==> config.mk <==
export PLATFORM = sky130hd
export DESIGN_NAME = dic_tx_arbiter
export DESIGN_NICKNAME = d
export VERILOG_FILES = /design/src/rtl/dic_tx_arbiter.sv
export SDC_FILE = /design/constraint.sdc
export NUM_CORES = 1
export LEC_CHECK = 0
export BUFFER_PORTS_ARGS = -buffer_cell sky130_fd_sc_hd__buf_2
export CAP_MARGIN = 20
export CORE_MARGIN = 5
export CORE_UTILIZATION = 28
export DETAILED_ROUTE_END_ITERATION = 12
export GPL_TIMING_DRIVEN = 0
export SYNTH_ARGS = -nofsm -noshare
export SYNTH_HDL_FRONTEND = slang
export SYNTH_SLANG_ARGS = --single-unit
==> constraint.sdc <==
create_clock -name clk -period 2.7 [get_ports clk]
set_clock_uncertainty 0.2 [all_clocks]
set_input_delay 0.135 -clock clk [delete_from_list [all_inputs] [get_ports clk]]
set_output_delay 0.135 -clock clk [all_outputs]
set_load 0.005 [all_outputs]
==> src/rtl/dic_tx_arbiter.sv <==
// Round-robin, packet-locked arbiter that shares the clock's UART TX between echo, time and alarm streams.
// Optional stall-timeout abort is compiled in when DIC_TXARB_TIMEOUT_EN is defined.
module dic_tx_arbiter #(
    parameter int unsigned DATA_W      = 8,
    parameter int unsigned TIMEOUT_CYC = 1024
) (
    input  logic              clk,
    input  logic              rst,
    input  logic              req_echo,
    input  logic [DATA_W-1:0] echo_data,
    input  logic              echo_last,
    output logic              echo_ack,
    input  logic              req_time,
    input  logic [DATA_W-1:0] time_data,
    input  logic              time_last,
    output logic              time_ack,
    input  logic              req_alarm,
    input  logic [DATA_W-1:0] alarm_data,
    input  logic              alarm_last,
    output logic              alarm_ack,
    output logic [DATA_W-1:0] tx_data,
    output logic              tx_valid,
    input  logic              tx_ready,
    output logic [1:0]        grant,
    output logic              busy,
    output logic              abort
);

    typedef enum logic {
        ST_IDLE,
        ST_XFER
    } state_t;

    localparam logic [1:0] OWN_NONE  = 2'd0;
    localparam logic [1:0] OWN_ECHO  = 2'd1;
    localparam logic [1:0] OWN_TIME  = 2'd2;
    localparam logic [1:0] OWN_ALARM = 2'd3;

    if (TIMEOUT_CYC == 0) begin : g_bad_timeout
        $error("dic_tx_arbiter: TIMEOUT_CYC must be at least 1");
    end

    state_t            state_q, state_d;
    logic [1:0]        grant_q, grant_d;
    logic [1:0]        rr_last_q, rr_last_d;
    logic [1:0]        winner;
    logic              owner_req;
    logic              owner_last;
    logic [DATA_W-1:0] owner_data;
    logic              in_xfer;
    logic              xfer_fire;

`ifdef DIC_TXARB_TIMEOUT_EN
    localparam int unsigned CNT_W = $clog2(TIMEOUT_CYC + 1);

    logic [CNT_W-1:0] stall_q, stall_d;
    logic             abort_q, abort_d;
`endif

    // Select the current owner's request, byte and last flag
    always_comb begin
        owner_req  = 1'b0;
        owner_last = 1'b0;
        owner_data = '0;
        case (grant_q)
            OWN_ECHO: begin
                owner_req  = req_echo;
                owner_last = echo_last;
                owner_data = echo_data;
            end
            OWN_TIME: begin
                owner_req  = req_time;
                owner_last = time_last;
                owner_data = time_data;
            end
            OWN_ALARM: begin
                owner_req  = req_alarm;
                owner_last = alarm_last;
                owner_data = alarm_data;
            end
            default: ;
        endcase
    end

    // Round-robin search starting just after the last packet owner
    always_comb begin
        winner = OWN_NONE;
        case (rr_last_q)
            OWN_ECHO: begin
                if (req_time)       winner = OWN_TIME;
                else if (req_alarm) winner = OWN_ALARM;
                else if (req_echo)  winner = OWN_ECHO;
            end
            OWN_TIME: begin
                if (req_alarm)      winner = OWN_ALARM;
                else if (req_echo)  winner = OWN_ECHO;
                else if (req_time)  winner = OWN_TIME;
            end
            default: begin
                if (req_echo)       winner = OWN_ECHO;
                else if (req_time)  winner = OWN_TIME;
                else if (req_alarm) winner = OWN_ALARM;
            end
        endcase
    end

    // Reset gates the datapath so no byte is handed over in the reset cycle
    assign in_xfer   = (state_q == ST_XFER) && !rst;
    assign tx_valid  = in_xfer && owner_req;
    assign tx_data   = in_xfer ? owner_data : '0;
    assign xfer_fire = tx_valid && tx_ready;
    assign echo_ack  = xfer_fire && (grant_q == OWN_ECHO);
    assign time_ack  = xfer_fire && (grant_q == OWN_TIME);
    assign alarm_ack = xfer_fire && (grant_q == OWN_ALARM);
    assign busy      = in_xfer;
    assign grant     = grant_q;

    always_comb begin
        state_d   = state_q;
        grant_d   = grant_q;
        rr_last_d = rr_last_q;
`ifdef DIC_TXARB_TIMEOUT_EN
        stall_d   = stall_q;
        abort_d   = 1'b0;
`endif
        case (state_q)
            ST_IDLE: begin
                if (winner != OWN_NONE) begin
                    state_d = ST_XFER;
                    grant_d = winner;
                end
            end
            ST_XFER: begin
                if (xfer_fire) begin
`ifdef DIC_TXARB_TIMEOUT_EN
                    stall_d = '0;
`endif
                    if (owner_last) begin
                        state_d   = ST_IDLE;
                        grant_d   = OWN_NONE;
                        rr_last_d = grant_q;
                    end
                end
`ifdef DIC_TXARB_TIMEOUT_EN
                else if (stall_q == CNT_W'(TIMEOUT_CYC - 1)) begin
                    state_d   = ST_IDLE;
                    grant_d   = OWN_NONE;
                    rr_last_d = grant_q;
                    stall_d   = '0;
                    abort_d   = 1'b1;
                end else begin
                    stall_d = stall_q + CNT_W'(1);
                end
`endif
            end
            default: state_d = ST_IDLE;
        endcase
    end

    always_ff @(posedge clk) begin
        if (rst) begin
            state_q   <= ST_IDLE;
            grant_q   <= OWN_NONE;
            rr_last_q <= OWN_ALARM;
        end else begin
            state_q   <= state_d;
            grant_q   <= grant_d;
            rr_last_q <= rr_last_d;
        end
    end

`ifdef DIC_TXARB_TIMEOUT_EN
    always_ff @(posedge clk) begin
        if (rst) begin
            stall_q <= '0;
            abort_q <= 1'b0;
        end else begin
            stall_q <= stall_d;
            abort_q <= abort_d;
        end
    end

    assign abort = abort_q;
`else
    assign abort = 1'b0;
`endif

endmodule

==> qor.txt <==
# rows = 16
Leakage = 0.504 nW
Reg2reg setup slack = 0.61 ns
Detailed Route WL = 1960 um
CTS tree = done
Syn nets = 120
Root Driver = clkbuf_4
Area of the multi-input gates = 444 sq um
Largest net degree at the start of global routing = 11
Tmin final = 2.09 ns
Mapped Area = 603 sq um
Slew Limit Fails = 0
HP Class = in -> reg
CP Launch Point = rr_last_q[0]$_SDFFE_PP1P_
DP HPWL = 1630 um
Cts repair resizes = 0
Max Cap Viol = 0
# nets final = 173
Final Hold Viols = 0
Worst Path Required = 2.63 ns
CP Max Fanout = 4
Dominant cell type by area after synthesis = mux2i_1
DR WL/cell = 11.9 um
Synth-to-Final Area Change = 50.6%
Final setup fails = 0
Setup ws final = 0.612 ns
Die height = 56.4 um
Layout cells sized above 1 = 41.6%
Filler instances = 224
Commonest register cell after synthesis = dfxtp_1
Starting Density = 30.1%
EDFF count, synth = 0
Max-slew headroom = 57.9%
Via count = 787
Clk Latency, worst-skew pair = 0.25 ns
Setup TNS = 0 ns
Worst reg2reg path startpoint = rr_last_q[0]$_SDFFE_PP1P_
Drt pass-1 iters = 4
DRT iter0 DRCs = 12
Core area = 2000 sq um
Die area = 3180 sq um
YS warnings = 0
Mapped Cells = 85
RD Place Congestion = 0.826
Unrepaired setup endpoints after global routing = no
Crit share post-route = 77.3%
Async SR Flop Fraction = 0%
Synth area leaders = mux2i_1 18%, dfxtp_1 17%, nor2_1 14%, a21oi_1 8.3%, ha_1 4.1%
Post-synthesis sequential area ratio = 16.6%
Residual DRC = 0
Critical Path AT = 2.02 ns
Chip width = 56.4 um
FMAX = 0.479 GHz
Worst-path clk slew = 0.05 ns
Vias per cell = 4.80
Register area = 100 sq um
GRT overflow = 0
Max rail drop VDD = 167 uV
Clk sinks = 5
I/O pin total = 49
Worst Setup EP = grant[0]$_SDFFE_PP0P_
First-pass GRT wire length = 3310 um
Seq cells post-synth = 5
Vias in the first global route = 811
Top-area cell type share of the netlist area = 18.3%
Yosys cell types = 28
Avg Synthesized Cell Area = 7.10 sq um
GRT Util Overall = 12.9%
Pre-CTS setup slack = 0.599 ns
PwrDens = 384 nW/um^2
Worst-Margin Slew = 0.630 ns
Status = complete, no violations
Worst reg-to-reg path cell count = 6
N_diodes = 0
TritonCTS Buffers = 3
Max Root-Sink Buffers = 2
Worst reg2reg path endpoint = grant[0]$_SDFFE_PP0P_
Initial antenna violation count = 0
I/O Buffers = 47
Worst Path Class, Setup = reg -> reg
Critical Path Start Type = register
Post-route antenna net violation count = 0
Crit path capture type = register
H-Tree Level Count = 1
==> per-stage QoR <==
step                      cells  hold WS [ns]  instance area (sq um)  total power (W)  util [%]
after floorplan              85       0.00407                    603         0.000198         -
after detailed placement    159         0.195                    872         0.000260      43.6
final                       164        0.0306                    908         0.000349      45.4
after global placement      159         0.202                    872         0.000256      43.6
after global routing        164        0.0668                    908         0.000374      45.4
after CTS                   164        0.0283                    908         0.000353      45.4
==> cells in the mapped netlist, types with 2 or more instances <==
library cell  instances
buf_2                 2
nand2b_1              2
inv_1                 6
a21oi_1              10
a31oi_1               2
and3_1                2
and3b_1               2
clkbuf_1              2
a211o_1               2
ha_1                  2
dfxtp_1               5
nor2_1               22
mux2i_1              11
==> sequential cells by signal, summed over array words and instances (netlist names) <==
name       flops
grant          2
rr_last_q      2
state_q        1
==> where the power goes <==
part	leakage (nW)	switching, W	internal (W)
clock network	0.0150	0.0000337	0.0000561
registers	0.0412	0.0000102	0.0000825
logic	0.448	0.0000842	0.0000822
==> worst min-delay path by stage <==
stage | slack [ns] | end | start | cells after the start
after floorplan | 0.004 | grant[0]$_SDFFE_PP0P_ | rst | 1
after global placement | 0.20 | grant[0]$_SDFFE_PP0P_ | rst | 2
after detailed placement | 0.20 | grant[0]$_SDFFE_PP0P_ | rst | 2
after CTS | 0.03 | grant[0]$_SDFFE_PP0P_ | tx_ready | 3
after global routing | 0.07 | grant[0]$_SDFFE_PP0P_ | tx_ready | 3
final | 0.03 | grant[0]$_SDFFE_PP0P_ | tx_ready | 3
==> metal layers <==
| layer | track usage (%) | part of all wire, % | wire (um) | vias to the layer above |
|---|---|---|---|---|
| met4 | 7.46 | 1.5 | 29 | 0 |
| met2 | 24.0 | 49 | 953 | 38 |
| met5 | 0 | 0 | 0 | - |
| li1 | - | - | - | 401 |
| met3 | 3.67 | 9.0 | 177 | 4 |
| met1 | 12.6 | 41 | 797 | 344 |
==> timing repair <==
action | CTS | global route
hold buffers | 1 | 0
endpoints found under the hold margin | 3 | 0
setup buffers | 0 | 0
==> final cells by class <==
cell class,instances,share of cell area (%)
plain buffers,6,3.99
well taps,27,3.72
clock buffers,4,2.89
inverters,6,2.48
multi-input cells,68,48.9
repair buffers,48,27.0
flip-flops and latches,5,11.0
==> cells in the final DEF, fill, tap and decap left out <==
master	netlist	routed
and3_1	2	2
nand3_1	1	1
a211o_1	2	2
and3b_1	2	2
buf_2	2	49
clkbuf_4	0	3
a2bb2oi_1	1	1
a2111oi_1	1	1
and2_1	1	1
a21oi_1	10	10
inv_1	6	6
nor2b_1	1	1
conb_1	1	1
a221oi_1	1	1
clkbuf_1	2	3
mux2_4	1	1
nor3_1	1	1
nor2_1	22	22
o21bai_1	1	1
nand2b_1	2	2
a32o_2	1	1
buf_6	1	1
dlygate4sd3_1	0	1
a21bo_2	1	1
dfxtp_1	5	5
o22ai_1	1	1
a31oi_1	2	2
buf_4	1	1
mux2i_1	11	11
ha_1	2	2
==> critical path, cell delays in order, from the launching register on <==
cell and delay [ns]:
dfxtp_1 0.35, inv_1 0.05, ha_1 0.33, o21bai_1 0.17
a2111oi_1 0.63, a211o_1 0.18, a21oi_1 0.06
==> kinds of logic (layout without fill, tap and decap cells) <==
group | count (synthesis) | after routing | synth area share, %
flip-flops | 5 | 5 | 16.6
other | 1 | 1 | 0.622
adder cells (fa/ha/maj) | 2 | 2 | 4.15
AO/OA/AOI/OAI | 21 | 21 | 23.7
AND/OR/NAND/NOR | 32 | 32 | 24.5
multiplexers | 12 | 12 | 20.7
buffers and inverters | 12 | 64 | 9.75
Power figures use the tool's default switching activity.
